**src/rtl/cache_arbiter_pkg.sv**
```systemverilog
// rtl/cache_arbiter_pkg.sv - shared encodings for the cache arbiter
package cache_arbiter_pkg;
  localparam int NCORE = 4;

  localparam logic [1:0] MODE_RD   = 2'b00;
  localparam logic [1:0] MODE_WR   = 2'b11;
  localparam logic [1:0] MODE_IDLE = 2'b01;

  typedef enum logic [1:0] {
    ST_IDLE  = 2'd0,
    ST_ISSUE = 2'd1,
    ST_DONE  = 2'd2
  } state_t;
endpackage

```
**src/rtl/cache_arbiter_rr.sv**
```systemverilog
// rtl/cache_arbiter_rr.sv - combinational 4-way round-robin pick starting at ptr
module rr_arbiter_4
  import cache_arbiter_pkg::*;
(
  input  logic [NCORE-1:0] req,
  input  logic [1:0]       ptr,
  output logic [NCORE-1:0] gnt,
  output logic [1:0]       idx
);
  logic       found;
  logic [1:0] k;

  always_comb begin
    gnt   = '0;
    idx   = ptr;
    found = 1'b0;
    k     = ptr;
    for (int i = 0; i < NCORE; i++) begin
      k = ptr + i[1:0];
      if (!found && req[k]) begin
        gnt[k] = 1'b1;
        idx    = k;
        found  = 1'b1;
      end
    end
  end
endmodule

```
**src/rtl/cache_arbiter.sv**
```systemverilog
// rtl/cache_arbiter.sv - serialises four cores' word accesses onto the shared cache
// Optional CACHE_ARB_STATS_EN adds per-core saturating ack counters on stat_cnt.
module cache_arbiter
  import cache_arbiter_pkg::*;
#(
  parameter int         DW        = 64,
  parameter int         AW        = 32,
  parameter logic [1:0] IDLE_MODE = MODE_IDLE
) (
  input  logic                clk,
  input  logic                rst,
  input  logic [NCORE-1:0]    req,
  input  logic [NCORE-1:0]    we,
  input  logic [NCORE*AW-1:0] addr,
  input  logic [NCORE*DW-1:0] wdata,
  output logic [NCORE-1:0]    ack,
  output logic [DW-1:0]       rdata,
  output logic [1:0]          c_mode,
  output logic [AW-1:0]       c_st,
  output logic [DW-1:0]       c_in,
  input  logic [DW-1:0]       c_out
`ifdef CACHE_ARB_STATS_EN
  ,
  output logic [NCORE*16-1:0] stat_cnt
`endif
);
  state_t           state;
  logic [1:0]       rr_ptr;
  logic [1:0]       g;
  logic [NCORE-1:0] g_oh;
  logic             we_g;
  logic [NCORE-1:0] gnt;
  logic [1:0]       idx;

  rr_arbiter_4 u_rr (
    .req (req),
    .ptr (rr_ptr),
    .gnt (gnt),
    .idx (idx)
  );

  // Outputs are registered one state early so c_mode is live exactly while in ISSUE
  // and ack/rdata exactly while in DONE.
  always_ff @(posedge clk) begin
    if (rst) begin
      state  <= ST_IDLE;
      rr_ptr <= 2'd0;
      g      <= 2'd0;
      g_oh   <= '0;
      we_g   <= 1'b0;
      ack    <= '0;
      rdata  <= '0;
      c_mode <= IDLE_MODE;
      c_st   <= '0;
      c_in   <= '0;
    end else begin
      case (state)
        ST_IDLE: begin
          ack <= '0;
          if (req != '0) begin
            g      <= idx;
            g_oh   <= gnt;
            we_g   <= we[idx];
            c_mode <= we[idx] ? MODE_WR : MODE_RD;
            c_st   <= addr[idx*AW +: AW];
            c_in   <= wdata[idx*DW +: DW];
            state  <= ST_ISSUE;
          end
        end
        ST_ISSUE: begin
          if (!we_g) rdata <= c_out;
          ack    <= g_oh;
          c_mode <= IDLE_MODE;
          rr_ptr <= g + 2'd1;
          state  <= ST_DONE;
        end
        default: begin
          ack   <= '0;
          state <= ST_IDLE;
        end
      endcase
    end
  end

`ifdef CACHE_ARB_STATS_EN
  always_ff @(posedge clk) begin
    if (rst) begin
      stat_cnt <= '0;
    end else begin
      for (int k = 0; k < NCORE; k++) begin
        if (ack[k] && stat_cnt[k*16 +: 16] != 16'hFFFF)
          stat_cnt[k*16 +: 16] <= stat_cnt[k*16 +: 16] + 16'd1;
      end
    end
  end
`endif
endmodule

```
**config.mk**
```make
export PLATFORM = sky130hd
export DESIGN_NAME = cache_arbiter
export DESIGN_NICKNAME = d
export VERILOG_FILES = /design/src/rtl/cache_arbiter_pkg.sv /design/src/rtl/cache_arbiter_rr.sv /design/src/rtl/cache_arbiter.sv
export SDC_FILE = /design/constraint.sdc
export NUM_CORES = 1
export LEC_CHECK = 0
export BUFFER_PORTS_ARGS = -buffer_cell sky130_fd_sc_hd__buf_2
export CAP_MARGIN = 25
export CELL_PAD_IN_SITES_DETAIL_PLACEMENT = 1
export CELL_PAD_IN_SITES_GLOBAL_PLACEMENT = 1
export CORE_AREA = 2 2 242 244
export CTS_CLUSTER_DIAMETER = 200
export DETAILED_ROUTE_END_ITERATION = 10
export DIE_AREA = 0 0 244 246
export PLACE_DENSITY = 0.58
export SLEW_MARGIN = 20
export SYNTH_ARGS = -nofsm -noshare
export SYNTH_HDL_FRONTEND = slang
export SYNTH_HIERARCHICAL = 1
export SYNTH_SLANG_ARGS = --single-unit
```
**constraint.sdc**
```tcl
create_clock -name clk -period 4.25 [get_ports clk]
set_clock_uncertainty 0.05 [all_clocks]
set_input_delay 0.6375 -clock clk [delete_from_list [all_inputs] [get_ports clk]]
set_output_delay 0.6375 -clock clk [all_outputs]
set_load 0.01 [all_outputs]
```
# After elaboration in Yosys (flattened, before gate mapping)
# Index checks and enable logic that the tools add are counted.
# word_totals
out_inout_bits	166
wordCells	82
regBits	177
input_bits	458
# classes
reduce_logical	17
n_mux	33
n_shift	2
n_lt_le_gt_ge	9
bitwise_logic	5
add_sub_neg	4
eq_ne	2
# ops
operator	count
$shiftx A256 B9 Y64	1
$shiftx A128 B8 Y32	1
$mux W4	4
$lt A2 B3 Y1 const B	5
$mux W1	12
$mux W2	6
$or A4 B4 Y4	3
$bmux W1 S2	5
$demux W1 S2	4
$ge A2 B1 Y1 const B	4
$pmux W2 S2	2
$logic_and A1 B1 Y1	7
$reduce_and A2 Y1	3
$add A2 B1 Y2 const B	2
$add A2 B2 Y2 const B	2
$reduce_bool A4 Y1	1
$logic_not A1 Y1	3
$eq A2 B1 Y1 const B	1
$logic_not A2 Y1	1
$ne A2 B2 Y1 const B	1
$not A1 Y1	2
$reduce_bool A2 Y1	1
$reduce_or A2 Y1	1

# Depth between registers and ports, before layout
# depth
word_depth	17
depth_mapped	13
ltp_nobuf	9

# Hierarchy
# Netlist, hierarchy kept.
# modules_own_cells
mod	instances	cells_each	area_each_um2	seq_area_each_um2
cache_arbiter	1	901	8987.4	3543.4
rr_arbiter_4	1	53	441.7	0.0

# Worst setup path before layout
# No wires, ideal clock.
# synth_path
path_kind	register to register
startpoint	register rr_ptr[0]
endpoint	register c_st[21]
t_arrival_ps	2970
path_buffers	4
synth_period_minus_slack_ps	3152
path_stages_with_launch	14
required_time_ps	4068
setup_time_ps	132
path_slack_ps	1098
cell_sequence	dfxtp_1 > buf_6 > inv_1 > ha_1 > mux4_4 > inv_1 > o2111ai_1 > xnor2_1 > buf_4 > buf_6 > buf_6 > mux4_2 > nand3_1 > a21oi_1
# synth_via
elab_chain_cells	13
elab_cells_between_ends	24
cone_classes	add/sub (3); shift (1); mux (14); reduce/logical (6)
# synth_lines
item	line	rtl
start: declaration	cache_arbiter.sv:28	logic [1:0] rr_ptr;
start signal: assignment	cache_arbiter.sv:74	rr_ptr <= g + 2'd1;
parallel branches: the longest is 11 deep, another holds $add A2 B1 Y2	-	
$mux W2 (*)	cache_arbiter_rr.sv:20	if (!found && req[k]) begin
net idx[0]	cache_arbiter.sv:33	logic [1:0] idx;
$shiftx A128 B8 Y32 (*)	cache_arbiter.sv:65	c_st <= addr[idx*AW +: AW];
end signal: assignment	cache_arbiter.sv:65	
end: declaration	cache_arbiter.sv:19	output logic [AW-1:0] c_st,
# Mark *: on every way through the listed nets, which the timed path passes. The select of a mux whose other input is x is not followed.
# A chain may end at the register's enable or synchronous reset.

# Worst setup path in the final report
# layout_path
startpoint	register rr_ptr[0]
endpoint	register c_in[19]
# layout_via
elab_chain_cells	13
elab_cells_between_ends	24
cone_classes	add/sub (3); shift (1); mux (14); reduce/logical (6)
# layout_lines
item	line	rtl
parallel branches: the longest is 11 deep, another holds $add A2 B1 Y2	-	
$mux W2 (*)	cache_arbiter_rr.sv:20	
net idx[0]	cache_arbiter.sv:33	
$shiftx A256 B9 Y64 (*)	cache_arbiter.sv:66	c_in <= wdata[idx*DW +: DW];
end signal: assignment	cache_arbiter.sv:66	
end: declaration	cache_arbiter.sv:20	output logic [DW-1:0] c_in,
# Marked as above.

==> qor.yml <==
route:
  vias_per_cell: 4.30
  drt-total-wl_mm: 41.5
  drt_iter0_drc: 306
  vias: 9856
  wl_per_cell_um: 18.1
  antenna_left: 0
  wl_met3_mm: 2.45
  firstDrtPassIters: 4
  drt-met1-wl_mm: 16.3
  top_layer_used: "met5"
  routed-wl-met2_mm: 22.0
  drcViolationCount: 0
die:
  die-area_sq_um: 60000
  die_h_um: 246
  die_w_um: 244
  coreArea_sq_um: 57400
  pin_count: 624
  rows: 88
  initial_utilization: 0.164
clock_tree:
  clockBufferDepth: 2
  path_clk_slew_ns: 0.08
  post_cts_resize_count: 0
  cts_setup_buffers: 0
  postCtsHoldBufs: 0
  cts_root_buf: "clkbuf_16"
  htree_levels: 4
  insertion_delay_ns: 0.47
  cts.sink_count: 177
  cts_tree: "built"
  cts_made_buffers: 17
setup_path:
  slowest_delay_ns: 0.67
  worstSetupPathType: "reg2reg"
  worstPathCellList: "inv_1 > ha_1 > mux4_4 > inv_1 > o2111ai_1 > xnor2_2 > buf_12 > buf_12 > mux4_2 > nand3_1 > a21oi_1"
  start_kind: "register"
  critPathCaptureType: "register"
  cp_max_fo: 33
  required_ns: 4.55
  worst_path_max_delay_cell: "dfxtp_1"
  cp.arrival_ns: 4.17
cells_and_area:
  fin_nets: 1979
  layout_commonest_cell: "buf_2"
  diodes: 0
  layoutNonFillerInstCount: 2294
  layout_common_cells: "buf_2, dfxtp_1, a21oi_1, nand2_1, mux4_2"
  final_layout_size_suffix_gt1_frac: 0.548
  area_growth_pct: 46.8
  finalInstanceArea_sq_um: 13800
  final_util: 0.241
  nFillCells: 6858
flow_run:
  cap_viol_max_count: 0
synth:
  synth-edff-count: 0
  yosysWarningCount: 6
  synth_seq_cells: 177
  yosysSeqAreaShare: 0.376
  synth_area_sq_um: 9430
  async_flop_share: 0
  ys.flop_type: "dfxtp_1"
  syn-num-nets: 1417
  synth.distinct_cells: 43
  synth.avg_cell_area_sq_um: 9.88
  syn_inst: 954
status:
  status: "complete, no violations"
timing:
  finalCriticalPeriod_ns: 3.87
  drv_slew: 0
  max_freq_mhz: 259
  maxSlewHeadroom: 0.403
  setup_tns_ns: 0
  hold_viol: 0
  whs_ns: 0.335
  setup_viol: 0
  worstMarginPinSlew_ns: 0.896
  rsz0062_at_grt: "false"
  fin_crit_sh: 0.910
power_and_ir_drop:
  ir_worst_vdd_v: 0.000310
  total_leakage_power_nw: 6.08
  power.density_nw_per_um2: 435
hold_path:
  hold_class: "in2reg"
placement:
  dp_hpwl_mm: 32.3
  portBuffers: 623
  gp_congestion: 0.811
  dp_cells: 2262
  placedInstanceArea_sq_um: 13300
grt:
  grt_pass1_wl_mm: 61.4
  grt.total_usage: 0.133
  grt_start_max_net_pins: 99
  grt_overflow: 0
  first_global_vias: 10400
  antenna_found_initial: 3
[worst max-delay path: cells and delay by family, from the launching register on]
family / cells / cell delay (ns)
xor+xnor: 1 / 0.25
flops: 1 / 0.67
compound gates: 2 / 0.26
buf+inv: 4 / 0.87
fa+ha+maj: 1 / 0.43
simple gates: 1 / 0.10
mux: 2 / 1.06
[final cells by class]
| cell class | instances | area (sq um) | area share |
|---|---|---|---|
| Multi-Input combinational cell | 666 | 5370 | 0.388 |
| Sequential cell | 177 | 3540 | 0.256 |
| Timing Repair Buffer | 646 | 3370 | 0.244 |
| Tap cell | 765 | 957 | 0.0691 |
| Clock buffer | 18 | 429 | 0.0310 |
| Clock inverter | 14 | 139 | 0.0100 |
| Inverter | 8 | 30.0 | 0.00217 |
[stage by stage]
| stage | total power (W) | worst slack (ns) |
|---|---|---|
| after floorplan | 0.00366 | 1.10 |
| after global placement | 0.00450 | 0.499 |
| after detailed placement | 0.00454 | 0.371 |
| after CTS | 0.00617 | 0.327 |
| after global routing | 0.00640 | 0.0948 |
| final | 0.00602 | 0.383 |
[logic make-up (layout without fill, tap and decap cells)]
family,count (synthesis),after routing,synth area share
compound gates,289,289,0.159
xor+xnor,2,2,0.00186
fa+ha+maj,5,5,0.00663
buf+inv,111,686,0.0583
flops,177,177,0.376
mux,101,101,0.241
simple gates,269,269,0.158
[state kept, by name, indices dropped and copies added (netlist names)]
name / flops
c_mode: 2
c_in: 64
g: 2
ack: 4
rdata: 64
state: 2
we_g: 1
rr_ptr: 2
g_oh: 4
c_st: 32
[cells in the mapped netlist, types with 2 or more instances]
master    instances  share of area
xnor2_1           2         0.0019
nor3_1            3         0.0016
a21oi_1         170          0.090
nor2b_1           2         0.0013
dfxtp_1         177           0.38
nand2_1         133          0.053
nor2_1            6         0.0024
inv_1             8         0.0032
or3b_2            2         0.0019
o21ai_0          87          0.046
nand3_2          50          0.053
buf_6            13          0.016
o221ai_1          4         0.0037
buf_1            10         0.0040
mux4_2           98           0.23
and3_1            5         0.0033
ha_1              5         0.0066
clkbuf_1         54          0.021
o21ai_1          18         0.0096
buf_2            25          0.013
nand3_1          53          0.028
nand2b_1          2         0.0013
or2b_1            2         0.0016
a22oi_1           4         0.0032
nor3b_1           3         0.0024
[layer usage]
layer / global-route usage / vias to the layer above
met3: 0.0352 / 35
met1: 0.151 / 4814
met2: 0.242 / 362
met4: 0.0427 / 2
li1: - / 4643
met5: 0 / -
[power by group]
group	total, W	leakage (nW)	internal, W	switching (W)
clock network	0.00157	0.270	0.000778	0.000797
logic	0.00241	4.36	0.00121	0.00121
registers	0.00203	1.45	0.00190	0.000128
[path summary, 6_finish.rpt]
kind,start,to,slack (ns),cells past startpoint
hold reg to reg,rdata[28],rdata[28],0.40,2
setup reg to reg,rr_ptr[0],c_in[19],0.38,11
setup / recovery,rr_ptr[0],c_in[19],0.38,11
hold / removal,c_out[40],rdata[40],0.34,3
Note: power is estimated with default switching activity, not from simulation.
